### config.mk
export PLATFORM = sky130hd
export DESIGN_NAME = ex_div
export DESIGN_NICKNAME = d
export VERILOG_FILES = /design/src/rtl/ex_div_pkg.sv /design/src/rtl/ex_div.sv
export SDC_FILE = /design/constraint.sdc
export NUM_CORES = 1
export LEC_CHECK = 0
export CAP_MARGIN = 20
export CORE_MARGIN = 2
export CORE_UTILIZATION = 57
export CTS_CLUSTER_SIZE = 40
export DETAILED_ROUTE_END_ITERATION = 10
export HOLD_SLACK_MARGIN = 0.15
export PLACE_DENSITY_LB_ADDON = 0.05
export SKIP_LAST_GASP = 1
export SYNTH_ARGS = -nofsm -noshare
export SYNTH_HDL_FRONTEND = slang
export SYNTH_SLANG_ARGS = --single-unit
### constraint.sdc
create_clock -name clk -period 4.1 [get_ports clk]
set_input_delay 0.41 -clock clk [delete_from_list [all_inputs] [get_ports clk]]
set_output_delay 0.41 -clock clk [all_outputs]
set_load 0.02 [all_outputs]
### src/rtl/ex_div_pkg.sv
// Shared encodings for the execute-stage divider: FSM states, handshake levels
// and the DIV/DIVU aluop codes decoded by EX.
package ex_div_pkg;

    typedef enum logic [1:0] {
        DivFree   = 2'b00,
        DivByZero = 2'b01,
        DivOn     = 2'b10,
        DivEnd    = 2'b11
    } div_state_e;

    localparam logic DivResultReady    = 1'b1;
    localparam logic DivResultNotReady = 1'b0;

    localparam logic DivStart = 1'b1;
    localparam logic DivStop  = 1'b0;

    localparam logic [7:0] EXE_DIV_OP  = 8'b0001_1010;
    localparam logic [7:0] EXE_DIVU_OP = 8'b0001_1011;

endpackage

### src/rtl/ex_div.sv
// Restoring 32-bit DIV/DIVU: result 33 cycles after start (1 cycle for /0); start_i is
// held by EX until ready_o, result holds until start_i drops; annul_i aborts an active divide.
module ex_div
    import ex_div_pkg::*;
#(
    parameter int DATA_W = 32,
    parameter int CNT_W  = 6
) (
    input  logic                clk,
    input  logic                rst,
    input  logic                signed_div_i,
    input  logic [DATA_W-1:0]   opdata1_i,
    input  logic [DATA_W-1:0]   opdata2_i,
    input  logic                start_i,
    input  logic                annul_i,
    output logic [2*DATA_W-1:0] result_o,
    output logic                ready_o,
    output logic                busy_o
);

    function automatic logic [DATA_W-1:0] negate(input logic [DATA_W-1:0] v);
        return ~v + DATA_W'(1);
    endfunction

    div_state_e          state_q;
    logic [CNT_W-1:0]    cnt_q;
    logic [DATA_W-1:0]   rem_q;
    logic [DATA_W-1:0]   quo_q;
    logic [DATA_W-1:0]   dvs_q;
    logic                neg_quo_q;
    logic                neg_rem_q;
    logic [2*DATA_W-1:0] result_q;
    logic                ready_q;

    logic                op1_neg;
    logic                op2_neg;
    logic [DATA_W-1:0]   op1_abs;
    logic [DATA_W-1:0]   op2_abs;
    logic [DATA_W:0]     shifted;
    logic [DATA_W:0]     diff;
    logic [DATA_W-1:0]   rem_d;
    logic [DATA_W-1:0]   quo_d;
    logic [DATA_W-1:0]   quo_fix;
    logic [DATA_W-1:0]   rem_fix;

    always_comb begin
        op1_neg = signed_div_i & opdata1_i[DATA_W-1];
        op2_neg = signed_div_i & opdata2_i[DATA_W-1];
        op1_abs = op1_neg ? negate(opdata1_i) : opdata1_i;
        op2_abs = op2_neg ? negate(opdata2_i) : opdata2_i;
    end

    // The partial remainder is kept at full width so divisors above 2^31 still work;
    // the borrow of the 33-bit subtract decides whether this quotient bit is set.
    always_comb begin
        shifted = {rem_q, quo_q[DATA_W-1]};
        diff    = shifted - {1'b0, dvs_q};
        rem_d   = shifted[DATA_W-1:0];
        quo_d   = {quo_q[DATA_W-2:0], 1'b0};
        if (!diff[DATA_W]) begin
            rem_d    = diff[DATA_W-1:0];
            quo_d[0] = 1'b1;
        end
        quo_fix = neg_quo_q ? negate(quo_q) : quo_q;
        rem_fix = neg_rem_q ? negate(rem_q) : rem_q;
    end

    always_ff @(posedge clk or negedge rst) begin
        if (!rst) begin
            state_q   <= DivFree;
            cnt_q     <= '0;
            rem_q     <= '0;
            quo_q     <= '0;
            dvs_q     <= '0;
            neg_quo_q <= 1'b0;
            neg_rem_q <= 1'b0;
            result_q  <= '0;
            ready_q   <= DivResultNotReady;
        end else begin
            case (state_q)
                DivFree: begin
                    ready_q  <= DivResultNotReady;
                    result_q <= '0;
                    if (start_i == DivStart && !annul_i) begin
                        if (opdata2_i == '0) begin
                            state_q <= DivByZero;
                        end else begin
                            state_q   <= DivOn;
                            cnt_q     <= '0;
                            rem_q     <= '0;
                            quo_q     <= op1_abs;
                            dvs_q     <= op2_abs;
                            neg_quo_q <= op1_neg ^ op2_neg;
                            neg_rem_q <= op1_neg;
                        end
                    end
                end
                DivByZero: begin
                    state_q  <= DivEnd;
                    result_q <= '0;
                    ready_q  <= DivResultReady;
                end
                DivOn: begin
                    if (annul_i) begin
                        state_q <= DivFree;
                    end else if (cnt_q != CNT_W'(DATA_W)) begin
                        rem_q <= rem_d;
                        quo_q <= quo_d;
                        cnt_q <= cnt_q + CNT_W'(1);
                    end else begin
                        state_q  <= DivEnd;
                        result_q <= {rem_fix, quo_fix};
                        ready_q  <= DivResultReady;
                    end
                end
                DivEnd: begin
                    if (start_i == DivStop) begin
                        state_q  <= DivFree;
                        ready_q  <= DivResultNotReady;
                        result_q <= '0;
                    end
                end
                default: state_q <= DivFree;
            endcase
        end
    end

    assign result_o = result_q;
    assign ready_o  = ready_q;
    assign busy_o   = (state_q == DivOn) || (state_q == DivByZero);

endmodule

**Yosys cells after proc, flatten, opt, wreduce, memory -nomap -nowiden**

Cells that the tools add are included.

- Flip-flop bits (word level): 171
- Input port bits: 69
- Output and inout port bits: 66

- Reductions and logical operators: 11
- Bitwise operators: 8
- Equal/unequal tests: 11
- Muxes and demuxes: 35
- Add/sub/neg operators: 6

Operator list:

| operator | count |
|---|---|
| 2-to-1 mux 32 bit | 13 |
| 2-to-1 mux 64 bit | 3 |
| one-hot mux 64 bit (3 select lines) | 1 |
| adder 32 x 1 -> 32 bit, second input constant | 4 |
| inverter 32 bit | 4 |
| one-hot mux 32 bit (2 select lines) | 2 |
| subtractor 33 x 32 -> 33 bit | 1 |
| logical NOT 32 bit | 1 |
| 2-to-1 mux 6 bit | 4 |
| inequality test 2 bit, second input constant | 6 |
| one-hot mux 6 bit (2 select lines) | 1 |
| 2-to-1 mux 2 bit | 5 |
| AND reduction 3 bit | 3 |
| one-hot mux 2 bit (4 select lines) | 1 |
| adder 6 x 1 -> 6 bit, second input constant | 1 |
| inequality test 6 bit, second input constant | 1 |
| AND reduction 5 bit | 1 |
| == test 2 bit, second input constant | 2 |
| 2-to-1 mux 1 bit | 4 |
| one-hot mux 1 bit (4 select lines) | 1 |
| inequality test 3 bit, second input constant | 1 |
| bitwise AND 1 bit | 2 |
| == test 2 x 1 -> 1 bit, second input constant | 1 |
| logical NOT 2 bit | 1 |
| other kinds (7) | 7 |

**Logic depth before layout (Yosys ltp)**

- Depth in word-level cells: 6
- Depth in mapped cells: 14
- Depth with buffers taken out: 12

**Worst setup path before layout**

OpenSTA, ideal clock, no wires.

- Kind: register -> register
- Start: register quo_q[31]
- End: register rem_q[14]
- Arrival: 3.095 ns
- Library setup time: 0.133 ns
- Stages on the path, launching flop included: 15
- Setup slack: 0.872 ns
- Required time: 3.967 ns
- Buffers on the path: 2
- Cell sequence: dfrtp_1 -> inv_1 -> ha_1 -> fa_1 -> nand2b_1 -> a21o_1 -> a21oi_1 -> a41oi_1 -> o211ai_1 -> a311oi_1 -> xnor2_1 -> buf_2 -> buf_2 -> mux2i_1 -> o21ai_0

- Cells in the longest elaborated chain, start to end: 5

RTL lines:

| item | line | RTL |
|---|---|---|
| start, declared | ex_div.sv:28 | `logic [DATA_W-1:0] quo_q;` |
| start signal, assigned | ex_div.sv:91 | `quo_q <= op1_abs;` |
| start signal, assigned | ex_div.sv:108 | `quo_q <= quo_d;` |
| subtractor 33 x 32 -> 33 bit | ex_div.sv:57 | `diff = shifted - {1'b0, dvs_q};` |
| 2-to-1 mux 32 bit | ex_div.sv:60 | `if (!diff[DATA_W]) begin` |
| 2-to-1 mux 32 bit | ex_div.sv:106 | `end else if (cnt_q != CNT_W'(DATA_W)) begin` |
| 2-to-1 mux 32 bit | ex_div.sv:104 | `if (annul_i) begin` |
| one-hot mux 32 bit (2 select lines) | ex_div.sv:80 | `case (state_q)` |
| end signal, assigned | ex_div.sv:107 | `rem_q <= rem_d;` |
| end, declared | ex_div.sv:27 | `logic [DATA_W-1:0] rem_q;` |

Every way passes these cells. The select of a mux whose other input is x is not followed.
A chain may end at the register's enable or synchronous reset.

**Worst setup path after layout**

- Start: register quo_q[31]
- End: register rem_q[26]

The elaborated chain is that of the path after synthesis.

==> flow_metrics.env <==
export IMPL_netlist_area_um2=11300
export IMPL_r2r_cells=13
export IMPL_period_minus_slack_ns=3.43
export IMPL_synth_distinct_cells=68
export IMPL_worst_hold_path_type="flop to flop"
export IMPL_p_total_w=0.00819
export IMPL_crit_path_cell_trace="inv_1 -> ha_1 -> fa_1 -> nand2b_1 -> a21o_1 -> a21oi_1 -> a41oi_1 -> o211ai_1 -> a311oi_1 -> xnor2_2 -> buf_12 -> nor3b_1 -> a311o_1"
export IMPL_async_flop_share=1.00
export IMPL_grt_first_pass_wirelength_um=45000
export IMPL_die_area_um2=20900
export IMPL_hold_viol=0
export IMPL_min_path_cells=2
export IMPL_rows=51
export IMPL_ant_nets=0
export IMPL_critical_path_max_stage_delay_ns=0.41
export IMPL_fin_tns_setup_ns=0
export IMPL_p_int_w=0.00473
export IMPL_fin_skew_ns=0.0124
export IMPL_crit_type="flop to flop"
export IMPL_clock_latency_ns=0.43
export IMPL_critPathRequiredTime_ns=4.42
export IMPL_syn_area_per_cell_um2=8.36
export IMPL_ff_latch_area_um2=4280
export IMPL_area_growth_pct=19.5
export IMPL_cp_arrival_ns=3.75
export IMPL_synth_compound_area_frac=0.209
export IMPL_vdd_ir_drop_max_v=0.000477
export IMPL_drive_gt1_frac=0.0541
export IMPL_p_leak_nw=5.71
export IMPL_synthSimpleGateAreaFrac=0.179
export IMPL_ys_ff_latch=171
export IMPL_dpl_hpwl_um=20300
export IMPL_slew_viol_final=0
export IMPL_grt_use_total=0.270
export IMPL_die_w_um=145
export IMPL_die_h_um=145
export IMPL_numPortBuffers=134
export IMPL_overflow=0
export IMPL_drt_total_wl_um=27300
export IMPL_routedWlPerCell_um=15.8
export IMPL_core_um2=19500
export IMPL_setup_slack_ns=0.665
export IMPL_synthCells=1349
export IMPL_nFillCells=1639
export IMPL_dp_cells=1693
export IMPL_start_kind="flop"
export IMPL_antenna_found_initial=0
export IMPL_max_freq_ghz=0.291
export IMPL_fin_cells=1726
export IMPL_cp_end_kind="flop"
export IMPL_yosysSeqAreaShare=0.379
export IMPL_seqPwrFrac=0.323
export IMPL_n_antenna_cell=0
export IMPL_cts_buffer_depth=2
export IMPL_cp_max_fo=38
export IMPL_status="finished, final reports clean"
export IMPL_setup_violations=0
export IMPL_tightestPinTransition_ns=1.07
export IMPL_h_tree_depth=4
export IMPL_finalCritPeriodShare=0.838
export IMPL_worst_path_max_delay_cell="fa_1"
export IMPL_muxShareOfSynthArea=0.0286
export IMPL_power_density_nw_per_um2=607
export IMPL_multi_input_area_um2=6530
export IMPL_synth_top_family_by_area="compound AO/OA/AOI/OAI gates"
export IMPL_grt_max_degree=85
export IMPL_cts_clk_slew_worst_paths_ns=0.07
export IMPL_grt_pass1_vias=9016
export IMPL_yosysWarningCount=0
export IMPL_synth_fa_ha_area_frac=0.0495
export IMPL_place_ws_ns=0.431
export IMPL_power_frac_comb=0.469
export IMPL_drtPass1Iterations=5
export IMPL_hold_ws_ns=0.476
export IMPL_synth_edf_count=0
export IMPL_p_switching_w=0.00346
export IMPL_cts_sinks=171
export IMPL_synth_xor_xnor_area_share=0.109
export IMPL_rsz0062_at_grt="false"
export IMPL_dr_first_iter_drc_count=485
export IMPL_maxCapViolCount=0
export IMPL_clockPowerShare=0.208
export IMPL_initial_core_util=0.580
export IMPL_fin_nets=1561
export IMPL_synth_nets=1462
export IMPL_relSlewSlack=0.288
export IMPL_tritoncts="built"
export IMPL_gp_congestion=0.967
export IMPL_p_sw_frac=0.422
export IMPL_synth_main_ff_cell="dfrtp_1"
export IMPL_cts_made_buffers=17
export IMPL_remaining_drc_errors=0
export IMPL_clockRootBuffer="clkbuf_16"
export IMPL_io_pins=135
export IMPL_via_count=9887
export IMPL_vias_per_cell=5.73
## what timing repair did
action                    4_1_cts  5_1_grt
gates resized for setup         0        0
hold buffers                    1        0
buffers inserted                0        0
hold endpoints to repair       81        0
## metrics by stage
step | cell area (um^2) | util
after global routing | 13500 | 0.693
after detailed placement | 12800 | 0.660
final | 13500 | 0.693
after global placement | 12800 | 0.660
after CTS | 13500 | 0.693
after floorplan | 11300 | -
## cell usage after synthesis (6+ instances only)
master	instances	area (um^2)
xor2_1	84	736
nor3_1	23	115
o21a_1	6	45.0
o41ai_1	11	96.3
or4_1	13	97.6
nand3_1	19	95.1
buf_2	13	65.1
a31oi_1	6	37.5
xnor2_1	57	499
o21ai_1	25	125
clkbuf_1	59	221
nand2_1	212	796
o31ai_1	30	225
nor4_1	16	100
o21ai_0	168	841
dfrtp_1	171	4280
nor2b_1	10	62.6
or3_1	15	93.8
nor2_1	78	293
ha_1	43	538
o211ai_1	6	45.0
nand2b_1	8	50.1
mux2i_1	30	300
a21oi_1	100	500
inv_1	56	210
a21o_1	9	67.6
## critical path: cells and delay by family (launching register included)
kind	cells	cell delay (ns)
xor gates and xnor gates	1	0.26
adders and majority gates	2	0.63
buffers and inverters	2	0.35
and+or+nand+nor	2	0.27
DFF	1	0.34
AOI/OAI and AO/OA	6	1.46
## registers in the layout, summed over array words and instances (netlist names), 2 cells and up
signal,count
result_o,64
dvs_q,32
quo_q,32
rem_q,32
cnt_q,6
state_q,2
## final timing paths
check                             from          end  slack, ns
max                          quo_q[31]    rem_q[26]       0.67
min                        result_o[7]  result_o[7]       0.48
max reg2reg                  quo_q[31]    rem_q[26]       0.67
min reg2reg                result_o[7]  result_o[7]       0.48
max in group asynchronous          rst    dvs_q[10]       2.58
min in group asynchronous          rst    quo_q[26]       0.60
## metal layers
| metal | track usage | wire, um |
|---|---|---|
| met5 | 0 | 0 |
| met4 | 0.0812 | 507 |
| met3 | 0.0411 | 1250 |
| met2 | 0.451 | 13100 |
| met1 | 0.367 | 12500 |
## logic make-up (layout without fill, tap and decap cells)
kind of cell / Yosys count / in the layout
XOR/XNOR: 141 / 141
AND/OR/NAND/NOR: 430 / 430
AO/OA/AOI/OAI: 402 / 402
flip-flops: 171 / 171
adder cells (fa/ha/maj): 44 / 44
buffers and inverters: 129 / 241
multiplexers: 32 / 32
## cell usage in the layout, fill, tap and decap left out, types with 6 or more instances in the layout
cell,instances
dfrtp_1,171
o31ai_1,30
nor2b_1,10
a21oi_1,100
a21o_1,9
xnor2_1,56
nand2_1,212
mux2i_1,30
clkdlybuf4s50_1,133
o41ai_1,11
nor2_1,78
or4_1,13
o211ai_1,6
a31oi_1,6
ha_1,42
nand3_1,17
o21ai_0,168
nor3_1,23
inv_1,56
clkbuf_16,17
nand2b_1,8
or3_1,15
xor2_1,84
o21a_1,6
nor4_1,16
o21ai_1,25
buf_4,16
## final cells by class
cell class                 instances  share of cell area
inverter                          56              0.0156
clock buffer                      18              0.0326
tap                              265              0.0246
clock inverter                    14              0.0136
multi-input combinational       1049               0.484
timing repair buffer             153               0.112
sequential                       171               0.317
## power by group through the flow
stage | registers [W] | logic (W) | clock network, W
6_report | 0.00264 | 0.00384 | 0.00171
5_1_grt | 0.00272 | 0.00430 | 0.00180
4_1_cts | 0.00264 | 0.00385 | 0.00173
3_5_place_dp | 0.00267 | 0.00384 | 0
3_3_place_gp | 0.00265 | 0.00377 | 0
2_1_floorplan | 0.00271 | 0.00260 | 0
Note: power is estimated with default switching activity, not from simulation.
